### src/rtl/cpu_types_pkg.sv
// Shared CPU-side types: machine word and the state reported by the RAM.
package cpu_types_pkg;

  typedef logic [31:0] word_t;

  typedef enum logic [1:0] {
    FREE   = 2'd0,
    BUSY   = 2'd1,
    ACCESS = 2'd2,
    ERROR  = 2'd3
  } ramstate_t;

endpackage

### src/rtl/diaosi_types_pkg.sv
// Arbiter FSM encoding. Kept as plain constants so older tools and waveform
// scripts that decode the raw 2-bit value keep working. Prefixed names avoid a
// clash with the ERROR member of ramstate_t when both packages are imported.
package diaosi_types_pkg;

  typedef logic [1:0] arb_state_t;

  localparam arb_state_t ARB_IDLE  = 2'd0;
  localparam arb_state_t ARB_DATA  = 2'd1;
  localparam arb_state_t ARB_INSTR = 2'd2;
  localparam arb_state_t ARB_ERROR = 2'd3;

endpackage

### src/rtl/ram_timeout_counter.sv
// Saturating cycle counter for an outstanding RAM request. expired_o is raised
// during the TIMEOUT-th consecutive enabled cycle, so the owner can leave the
// request state on that edge having spent exactly TIMEOUT cycles in it.
module ram_timeout_counter #(
  parameter int CNT_W   = 8,
  parameter int TIMEOUT = 255
) (
  input  logic CLK,
  input  logic nRST,
  input  logic clr_i,
  input  logic en_i,
  output logic expired_o
);

  localparam logic [CNT_W-1:0] CNT_MAX = '1;
  localparam logic [CNT_W-1:0] LIMIT   = CNT_W'(TIMEOUT - 1);

  logic [CNT_W-1:0] cnt_q, cnt_d;

  // Next count: clear has priority, otherwise count up and stick at all-ones.
  always_comb begin
    cnt_d = cnt_q;
    if (clr_i) begin
      cnt_d = '0;
    end else if (en_i && (cnt_q != CNT_MAX)) begin
      cnt_d = cnt_q + CNT_W'(1);
    end
  end

  // Count register with synchronous reset.
  always_ff @(posedge CLK) begin
    if (!nRST) begin
      cnt_q <= '0;
    end else begin
      cnt_q <= cnt_d;
    end
  end

  assign expired_o = en_i && (cnt_q >= LIMIT);

endmodule

### src/rtl/mem_request_arbiter.sv
// Cache-side responder: arbitrates datapath fetch and data requests onto one
// single-port RAM, data first. RAM strobes/address/store data are registered
// and held for the whole access; hits are combinational on the ACCESS cycle.
module mem_request_arbiter
  import cpu_types_pkg::*;
  import diaosi_types_pkg::*;
#(
  parameter int TIMEOUT = 255,
  parameter int CNT_W   = 8
) (
  input  logic        CLK,
  input  logic        nRST,
  input  logic        imemREN,
  input  word_t       imemaddr,
  input  logic        dmemREN,
  input  logic        dmemWEN,
  input  word_t       dmemaddr,
  input  word_t       dmemstore,
  input  logic        halt,
  output logic        ihit,
  output word_t       imemload,
  output logic        dhit,
  output word_t       dmemload,
  output logic        ramREN,
  output logic        ramWEN,
  output word_t       ramaddr,
  output word_t       ramstore,
  input  word_t       ramload,
  input  ramstate_t   ramstate,
  output logic        arb_err
);

  arb_state_t state_q, state_d;
  logic       ramren_q, ramren_d;
  logic       ramwen_q, ramwen_d;
  word_t      ramaddr_q, ramaddr_d;
  word_t      ramstore_q, ramstore_d;
  logic       arb_err_q, arb_err_d;

  logic       cnt_en, cnt_clr, cnt_expired;

  // Counter runs only while a request is outstanding and is zeroed on every
  // return to IDLE (and by reset), so each request gets a fresh budget.
  assign cnt_en  = (state_q == ARB_DATA) || (state_q == ARB_INSTR);
  assign cnt_clr = (state_d == ARB_IDLE);

  ram_timeout_counter #(
    .CNT_W   (CNT_W),
    .TIMEOUT (TIMEOUT)
  ) u_timeout (
    .CLK       (CLK),
    .nRST      (nRST),
    .clr_i     (cnt_clr),
    .en_i      (cnt_en),
    .expired_o (cnt_expired)
  );

  // Arbitration, completion and error detection for the current request.
  always_comb begin
    // NOTE: every signal gets a default here so no path leaves one unassigned,
    // which would otherwise infer a latch.
    state_d    = state_q;
    ramren_d   = ramren_q;
    ramwen_d   = ramwen_q;
    ramaddr_d  = ramaddr_q;
    ramstore_d = ramstore_q;
    arb_err_d  = arb_err_q;
    ihit       = 1'b0;
    dhit       = 1'b0;
    imemload   = '0;
    dmemload   = '0;

    case (state_q)
      ARB_IDLE: begin
        if (dmemREN || dmemWEN) begin
          // A simultaneous read+write request is treated as a write.
          state_d    = ARB_DATA;
          ramren_d   = dmemREN && !dmemWEN;
          ramwen_d   = dmemWEN;
          ramaddr_d  = dmemaddr;
          ramstore_d = dmemstore;
        end else if (imemREN && !halt) begin
          state_d    = ARB_INSTR;
          ramren_d   = 1'b1;
          ramwen_d   = 1'b0;
          ramaddr_d  = imemaddr;
          ramstore_d = '0;
        end
      end

      ARB_DATA, ARB_INSTR: begin
        if (ramstate == ACCESS) begin
          // The RAM cycle always completes; the hit is only reported if the
          // datapath is still asking for it.
          if (state_q == ARB_DATA) begin
            dhit     = dmemREN || dmemWEN;
            dmemload = dhit ? ramload : '0;
          end else begin
            ihit     = imemREN;
            imemload = ihit ? ramload : '0;
          end
          state_d  = ARB_IDLE;
          ramren_d = 1'b0;
          ramwen_d = 1'b0;
        end else if ((ramstate == ERROR) || cnt_expired) begin
          state_d   = ARB_ERROR;
          ramren_d  = 1'b0;
          ramwen_d  = 1'b0;
          arb_err_d = 1'b1;
        end
      end

      default: begin
        // ARB_ERROR absorbs until reset with the strobes forced low.
        ramren_d = 1'b0;
        ramwen_d = 1'b0;
      end
    endcase
  end

  // State and request registers; reset drops any in-flight access.
  always_ff @(posedge CLK) begin
    // NOTE: registers use non-blocking assignments so every flop samples the
    // pre-edge values regardless of statement order.
    if (!nRST) begin
      state_q    <= ARB_IDLE;
      ramren_q   <= 1'b0;
      ramwen_q   <= 1'b0;
      ramaddr_q  <= '0;
      ramstore_q <= '0;
      arb_err_q  <= 1'b0;
    end else begin
      state_q    <= state_d;
      ramren_q   <= ramren_d;
      ramwen_q   <= ramwen_d;
      ramaddr_q  <= ramaddr_d;
      ramstore_q <= ramstore_d;
      arb_err_q  <= arb_err_d;
    end
  end

  assign ramREN   = ramren_q;
  assign ramWEN   = ramwen_q;
  assign ramaddr  = ramaddr_q;
  assign ramstore = ramstore_q;
  assign arb_err  = arb_err_q;

endmodule

### config.mk
export PLATFORM = sky130hd
export DESIGN_NAME = mem_request_arbiter
export DESIGN_NICKNAME = d
export VERILOG_FILES = /design/src/rtl/cpu_types_pkg.sv /design/src/rtl/diaosi_types_pkg.sv /design/src/rtl/ram_timeout_counter.sv /design/src/rtl/mem_request_arbiter.sv
export SDC_FILE = /design/constraint.sdc
export NUM_CORES = 1
export LEC_CHECK = 0
export ABC_AREA = 1
export CORE_ASPECT_RATIO = 1.25
export CORE_MARGIN = 3
export CORE_UTILIZATION = 35
export DETAILED_ROUTE_END_ITERATION = 10
export PLACE_DENSITY = 0.78
export SYNTH_ARGS = -nofsm -noshare
export SYNTH_HDL_FRONTEND = slang
export SYNTH_SLANG_ARGS = --single-unit
### constraint.sdc
create_clock -name CLK -period 2 [get_ports CLK]
set_input_delay 0.5 -clock CLK [delete_from_list [all_inputs] [get_ports CLK]]
set_output_delay 0.5 -clock CLK [all_outputs]
set_load 0.02 [all_outputs]
* After elaboration in Yosys (flattened, before gate mapping)
Index checks and enable logic that the tools add are counted.
Storage, ports and cells: logic and storage cells 66, input port bits 136, output and inout bits 133, flip-flop bits (word level) 77
Cells by class: add/sub/neg operators 1, multiplexer cells 31, eq/ne operators 7, $lt $le $gt $ge 1, bitwise logic cells 2, reduce and logical (&&, ||, !) cells 17
Operator list (number):
- 32-bit two-way mux | 12
- 1-bit two-way mux | 12
- 8-bit by 1-bit adder with 8-bit output (second input constant) | 1
- 8-bit >= comparator (second input constant) | 1
- 2-bit two-way mux | 4
- 8-bit != test (second input constant) | 1
- 2-bit == test (second input constant) | 3
- 3-bit != test (second input constant) | 2
- 1-bit logical AND | 4
- 2-bit logical NOT | 2
- 1-bit case mux with 2 select lines | 2
- 2-bit case mux with 2 select lines | 1
- 2-bit AND reduction | 2
- 2-bit OR reduction | 2
- 1-bit logical OR | 3
- 3-bit AND reduction | 1
- 2-bit by 1-bit == test with 1-bit output (second input constant) | 1
- 1-bit logical NOT | 2
- 1-bit inverter | 2
- 2-bit nonzero test | 1

* Longest topological paths before layout
Gate-level depths: netlist of the first run.
word-level depth 9, gate-level depth with buffers 10, gate-level depth less buffers 10

* Hierarchy
A second synthesis of the first run with hierarchy kept.
Unflattened totals: cell total of the unflattened synthesis 612, area, all modules 3958.8 µm²
By module, submodules not included:
- mem_request_arbiter | area an instance 3498.4 µm², seq. area each 1381.3 µm², cells an instance 546, instances 1
- ram_timeout_counter | area an instance 460.4 µm², seq. area each 160.2 µm², cells an instance 66, instances 1

* Worst setup path after synthesis of the first run
OpenSTA, ideal clock, no wires.
kind register to output, start register state_q[0], end output port dmemload[10], arrival time 1.856 ns, setup slack -0.356 ns, path buffers 1, stages on the path, launching flop included 8, required time 1.500 ns, cell sequence dfxtp_1 > inv_1 > ha_1 > inv_1 > nor4_4 > inv_2 > buf_2 > nor2_1
Between the ends: word-level cells in the longest chain between the ends 4, elaborated cells between the ends (all ways) 6, classes of those cells eq/ne (2); mux (3); reduce/logical (1)
Ends and longest elaborated chain:
- from (decl) | RTL line mem_request_arbiter.sv:33 | arb_state_t state_q, state_d;
- from (signal assigned) | RTL line mem_request_arbiter.sv:133 | state_q <= state_d;
- 2-bit by 1-bit == test with 1-bit output | RTL line mem_request_arbiter.sv:73, mem_request_arbiter.sv:95
- 32-bit two-way mux | RTL line mem_request_arbiter.sv:95 | if (state_q == ARB_DATA) begin
- 32-bit two-way mux | RTL line mem_request_arbiter.sv:92 | if (ramstate == ACCESS) begin
- 32-bit two-way mux (*) | RTL line mem_request_arbiter.sv:73 | case (state_q)
- to (decl) | RTL line mem_request_arbiter.sv:23 | output word_t dmemload,
Mark *: on every way between the ends. The rest lies on a longest branch, timed or not.

* Worst setup path after layout of the first run
start register state_q[0], end output port dmemload[11]
The elaborated chain is that of the path after synthesis.

==> results of run 1 <==
==> synthesized netlist by cell type <==
master	instances	area [um^2]
o21ai_0	28	140
inv_1	58	218
clkbuf_1	17	63.8
o21ai_1	6	30.0
a21oi_2	1	8.76
nor4_4	1	21.3
nand4_1	2	12.5
buf_6	3	33.8
nand2_1	162	608
nand3_1	8	40.0
a21oi_1	48	240
nor2_1	74	278
nor2_4	1	11.3
xor2_1	5	43.8
buf_4	2	15.0
inv_2	4	15.0
nand3b_1	1	7.51
buf_2	9	45.0
a31oi_1	32	200
dfxtp_1	77	1540
nand2_2	4	25.0
nor2_2	2	12.5
xnor2_1	1	8.76
ha_1	5	62.6
==> repair_timing <==
| action | 4_1_cts | 5_1_grt |
|---|---|---|
| pin swaps | 6 | 11 |
| cloned | 5 | 2 |
| setup endpoints to repair | 110 | 75 |
| resized for setup | 404 | 88 |
| buffers inserted | 19 | 3 |
==> report_power, final <==
group          total (mW)  internal [mW]  switching (mW)
combinational        1.99          0.958            1.03
sequential           1.84           1.73           0.109
clock                1.76           1.13           0.627
==> path summary, 6_finish.rpt <==
kind,end,depth (start not counted)
worst max-delay path,dmemload[11],8
worst min-delay path,ramstore[16],2
worst max register to register,u_timeout.cnt_q[5],13
worst min register to register,ramstore[16],2
==> layer usage <==
layer	vias up	track usage (%)	wire (um)
met5	-	0	20
met2	280	50.5	8850
met3	46	8.02	1440
met4	2	10.4	723
li1	2336	-	-
met1	2210	26.6	5920
==> worst reg2reg max path: stages (launching register included) <==
cell and delay (ps):
dfxtp_2 360, inv_2 60, buf_4 120, buf_4 120, buf_4 130, buf_4 130
buf_4 130, buf_4 130, buf_4 150, nor2_4 110, nor2_2 50, nand2_2 110
nand2_4 90, a21oi_1 150
==> registers in the layout, indices dropped and copies added (netlist names) <==
register and cells:
ramWEN 1, u_timeout.cnt_q 8, arb_err 1, ramaddr 32, state_q 2, ramREN 1
ramstore 32
==> layout make-up <==
| class | count | area [um^2] |
|---|---|---|
| Antenna cell | 1 | 2.50 |
| Clock buffer | 11 | 243 |
| Clock inverter | 5 | 82.6 |
| Fill cell | 636 | 2290 |
| Inverter | 62 | 256 |
| Multi-Input combinational cell | 382 | 2300 |
| Sequential cell | 77 | 1540 |
| Tap cell | 129 | 161 |
| Timing Repair Buffer | 311 | 3280 |
==> cell families after synthesis <==
family                     after synthesis  synth area share, %
DFF                                     77                 41.9
adders and majority gates                5                 1.70
AOI/OAI and AO/OA                      115                 16.8
and+or+nand+nor                        255                 27.6
xor gates and xnor gates                 6                 1.43
buffers and inverters                   93                 10.6
==> stage by stage <==
step / worst slack (ps) / instance area, um^2
after floorplan: -56.4 / 3980
after global placement: -935 / 6860
after detailed placement: -975 / 6860
after CTS: -451 / 7560
after global routing: -621 / 7870
final: -536 / 7870
==> results.py, run 1 <==
metrics = {
    "route": {
        "vias": 4874,
        "first_iter_violations": 262,
        "viasPerCell": 4.98,
        "wirelength_mm": 17.0,
        "drt_first_pass_iters": 5,
        "ant_nets": 0,
        "drcViolationCount": 0,
        "routedWlPerCell_um": 17.3,
    },
    "global_route": {
        "grt_antenna_before_repair": 2,
        "grt_overflow": 0,
        "grt_max_degree": 37,
        "grt_use_total_pct": 26.5,
        "grt_pass1_wl_mm": 24.5,
        "grt_pass1_vias": 4798,
    },
    "floorplanning": {
        "rows": 41,
        "dieArea_um2": 11800,
        "core_area_um2": 10200,
        "die_h_um": 121,
        "start_util_pct": 36.3,
        "dieWidth_um": 97.7,
        "top_level_ports": 269,
    },
    "clock_network": {
        "htreeDepth": 3,
        "cts_hold_buf": 0,
        "numCtsBuffers": 9,
        "clockBufferDepth": 2,
        "cts-root-buf": "clkbuf_16",
        "clk_latency_ps": 340,
        "cts.sinks": 77,
        "clkSlewWorstSetupHoldPaths_ps": 60,
        "cts_tree": "built",
    },
    "placed_design": {
        "place.detailed.hpwl_mm": 11.4,
        "dp_cells": 940,
        "place_congestion": 1.00,
        "port_buffers": 268,
    },
    "critical_path": {
        "end_kind": "output port",
        "r2r_slack_ps": 80,
        "path_cells": "inv_2, ha_4, inv_4, nor4_4, bufinv_8, buf_16, nor2_4, buf_6",
        "worstReg2RegStart": "state_q[0]",
        "crit_start": "state_q[0]",
        "cp_max_fo": 8,
        "path_class": "flip-flop to output port",
        "critPathArrivalTime_ps": 2040,
        "crit_required_ps": 1500,
        "cp-start-kind": "flip-flop",
        "cp_top_family": "buffers and inverters",
        "slowest_delay_ps": 360,
        "worst-path-buf-inv": 5,
        "crit_slowest_cell": "dfxtp_2",
    },
    "power_and_ir_drop": {
        "p_total_mw": 5.59,
        "leakage_nw": 3.27,
        "peakVddDrop_mv": 0.610,
        "pwr_density_cell_nw_per_um2": 710,
    },
    "final_layout": {
        "finalNonFillerCells": 978,
        "final_common_cell": "clkdlybuf4s50_1",
        "utilization_pct": 77.5,
        "area_delta_synth_final_pct": 114,
        "final_nets": 984,
        "final_layout_size_suffix_gt1_share_pct": 25.7,
        "layout_common_cells": "clkdlybuf4s50_1, nand2_1, dfxtp_1, buf_6, nor2_4",
    },
    "timing": {
        "skew_ps": 7.83,
        "setup_tns_ps": -30740,
        "slew-limit-headroom_pct": 76.1,
        "rsz0062_at_grt": "yes",
        "setup_slack_ps": -536,
        "finalCritPeriodShare_pct": 127,
        "tightestPinTransition_ps": 359,
        "holdWs_ps": 464,
        "hold_viol_final": 0,
        "setup_viol": 66,
        "period_minus_slack_ps": 2540,
        "slew_viol_final": 0,
        "timing.fmax_mhz": 394,
    },
    "min_path": {
        "hp-start": "ramstore[16]",
        "hold_class": "flip-flop to flip-flop",
    },
    "status": {
        "status": "finished, violations left",
        "violations": "negative setup slack",
    },
    "job": {
        "max_cap_viol_count": 0,
    },
    "synthesis": {
        "synth_cell_types": 24,
        "synthCells": 551,
        "synth_fp_nets": 692,
        "seq_area_frac_synth_pct": 41.9,
        "synthesis.area_um2": 3680,
        "ys.warnings.count": 0,
        "yosys_register_bits": 77,
        "syn_area_per_cell_um2": 6.68,
    },
}
Note: power is estimated with default switching activity, not from simulation.
==> run 2: changes to the inputs <==
--- a/config.mk
+++ b/config.mk
@@ -5,12 +5,13 @@
 export SDC_FILE = /design/constraint.sdc
 export NUM_CORES = 1
 export LEC_CHECK = 0
-export ABC_AREA = 1
 export CORE_ASPECT_RATIO = 1.25
 export CORE_MARGIN = 3
 export CORE_UTILIZATION = 35
 export DETAILED_ROUTE_END_ITERATION = 10
-export PLACE_DENSITY = 0.78
+export MAX_ROUTING_LAYER = met4
+export PLACE_DENSITY = 0.77
+export REMOVE_ABC_BUFFERS = 1
 export SYNTH_ARGS = -nofsm -noshare
 export SYNTH_HDL_FRONTEND = slang
 export SYNTH_SLANG_ARGS = --single-unit
==> run 2 against run 1 <==
  * Combinational power is 15% higher
  * Clock skew is 3.9 ps lower
  * Flip-flop and latch count unchanged
  * Setup slack better by 65 ps
  * Clock power grew 5%
  * Synthesized area increased by 1.2%
  * Sequential share of layout area is 1.3 points higher
  * The flow still finishes with violations (negative setup slack)
  * Highest routed layer is now met4
  * Sequential power rose by 3%
  * Largest cell class unchanged
  * Die area increased by 1.1%
  * Final area fell by 6.3%
==> results.py, run 2 <==
metrics = {
    "critical_path": {
        "cp_max_fo": 6,
        "cp_top_family": "buffers and inverters",
        "crit_start": "state_q[1]",
        "worstReg2RegStart": "state_q[1]",
        "cp-start-kind": "flip-flop",
        "critPathArrivalTime_ps": 1970,
        "worst-path-buf-inv": 5,
        "end_kind": "output port",
        "crit_slowest_cell": "dfxtp_2",
        "crit_required_ps": 1500,
        "path_class": "flip-flop to output port",
        "path_cells": "inv_2, ha_4, nand3b_1, nor3b_4, buf_4, buf_12, buf_8, and2_4, buf_6",
        "slowest_delay_ps": 330,
    },
    "route": {
        "viasPerCell": 5.31,
        "routedWlPerCell_um": 18.7,
        "wirelength_mm": 16.2,
        "drt_first_pass_iters": 5,
        "drcViolationCount": 0,
        "first_iter_violations": 285,
        "ant_nets": 0,
        "vias": 4596,
    },
    "placed_design": {
        "place_ws_ps": -846,
        "place.detailed.hpwl_mm": 11.8,
        "port_buffers": 268,
        "post_dp_cell_area_um2": 6690,
        "place_congestion": 0.928,
    },
    "timing": {
        "slew-limit-headroom_pct": 64.6,
        "setup_tns_ps": -26140,
        "timing.fmax_mhz": 405,
        "skew_ps": 3.91,
        "slew_viol_final": 0,
        "period_minus_slack_ps": 2470,
        "setup_viol": 66,
        "tightestPinTransition_ps": 518,
        "hold_viol_final": 0,
        "setup_slack_ps": -472,
        "finalCritPeriodShare_pct": 124,
        "rsz0062_at_grt": "yes",
    },
    "final_layout": {
        "finish.instance_area_um2": 7370,
        "antennaDiodeCount": 0,
        "final_nets": 872,
        "final_common_cell": "clkdlybuf4s50_1",
        "layout_common_cells": "clkdlybuf4s50_1, dfxtp_1, nand2_1, nor2_1, buf_6",
        "final_layout_size_suffix_gt1_share_pct": 21.1,
        "area_delta_synth_final_pct": 97.9,
        "utilization_pct": 71.8,
    },
    "clock_network": {
        "numCtsBuffers": 9,
        "cts_hold_buf": 0,
        "cts_tree": "built",
        "cts.sinks": 77,
        "cts-root-buf": "clkbuf_16",
        "clk_latency_ps": 330,
        "clkSlewWorstSetupHoldPaths_ps": 50,
        "clockBufferDepth": 2,
        "htreeDepth": 3,
    },
    "global_route": {
        "grt_max_degree": 65,
        "grt_pass1_vias": 4548,
        "grt_overflow": 0,
        "grt_antenna_before_repair": 1,
        "grt_use_total_pct": 25.2,
        "grt_pass1_wl_mm": 23.0,
    },
    "status": {
        "status": "finished, violations left",
        "violations": "negative setup slack",
    },
    "synthesis": {
        "seq_area_frac_synth_pct": 41.4,
        "syn_area_per_cell_um2": 8.20,
        "yosys_register_bits": 77,
        "yosys_most_used_dff": "dfxtp_1",
        "synth_top_area_share_pct": 41.4,
        "synth_most_common_cell": "dfxtp_1",
        "synthCells": 454,
        "synth_top_cell_by_area": "dfxtp_1",
        "ys.warnings.count": 0,
        "synth_edf_count": 0,
        "ys_top_cells_by_area": "dfxtp_1, and2_1, a311oi_1",
        "synthTopCellsByCount": "dfxtp_1, nand2_1, nor2_1",
        "synth_cell_types": 44,
        "synthesis.area_um2": 3720,
        "synth-async-reset-ratio_pct": 0,
    },
    "floorplanning": {
        "core_area_um2": 10300,
        "top_level_ports": 269,
        "rows": 41,
        "start_util_pct": 36.3,
        "die_h_um": 121,
        "dieWidth_um": 98.3,
        "dieArea_um2": 11900,
    },
    "job": {
        "max_cap_viol_count": 0,
    },
    "power_and_ir_drop": {
        "p_total_mw": 6.03,
        "leakage_nw": 3.05,
        "pwr_density_cell_nw_per_um2": 818,
        "peakVddDrop_mv": 0.419,
    },
    "min_path": {
        "hp-start": "arb_err",
        "hold_class": "flip-flop to flip-flop",
    },
}
run 2: cell count changes in the layout (fill, tap and decap cells not counted), sizes merged, moves of 23 or more:
cell    delta
a21oi     -42
inv       -54
a31oi     -23
a311oi    +33
nand2     -99
and2      +65
a22oi     +32
o21ai     -27
run 2: final timing paths:
| kind | depth (start not counted) | end | slack, ps |
|---|---|---|---|
| min reg2reg | 2 | arb_err | 480 |
| max reg2reg | 7 | u_timeout.cnt_q[2] | 0 |
| max | 9 | imemload[26] | -470 |
| min | 2 | arb_err | 480 |
run 2: where the power goes:
part	internal [mW]	total, mW	switching, mW
logic	1.13	2.28	1.15
registers	1.77	1.90	0.128
clock network	1.25	1.85	0.600
run 2: cells by family (layout without fill, tap and decap cells):
group | after synthesis | in the layout | synth area share, %
AND/OR/NAND/NOR | 224 | 224 | 29.1
AO/OA/AOI/OAI | 99 | 99 | 21.4
adder cells (fa/ha/maj) | 5 | 5 | 1.68
flip-flops | 77 | 77 | 41.4
XOR/XNOR | 3 | 3 | 0.706
multiplexers | 2 | 2 | 0.537
buffers and inverters | 44 | 326 | 5.24
run 2: metrics by stage:
step	hold WS (ps)	cells
global placement	460	839
finish	475	865
CTS	482	855
detailed placement	474	839
global route	512	865
floorplan	533	418
run 2: final cells by class:
| cell class | instances | area (um^2) |
|---|---|---|
| Timing Repair Buffer | 302 | 3170 |
| Sequential cell | 77 | 1540 |
| Fill cell | 757 | 2890 |
| Multi-Input combinational cell | 333 | 2120 |
| Clock buffer | 12 | 246 |
| Tap cell | 129 | 161 |
| Inverter | 8 | 30.0 |
| Clock inverter | 4 | 95.1 |
run 2: worst min-delay path, stage by stage, from the launching register on:
cell and delay [ps]:
dfxtp_1 330, nor2_1 50, nor2_1 60
run 2: what timing repair did:
action	in CTS	in global routing
cloned	0	4
pin swaps	0	3
buffers inserted	0	7
setup endpoints to repair	76	109
hold endpoints to repair	0	0
resized for setup	343	85
run 2: layer usage:
layer	wire length [um]	track usage (%)
met1	6110	28.2
met2	8250	43.4
met3	1300	6.21
met4	533	9.56
met5	0	-
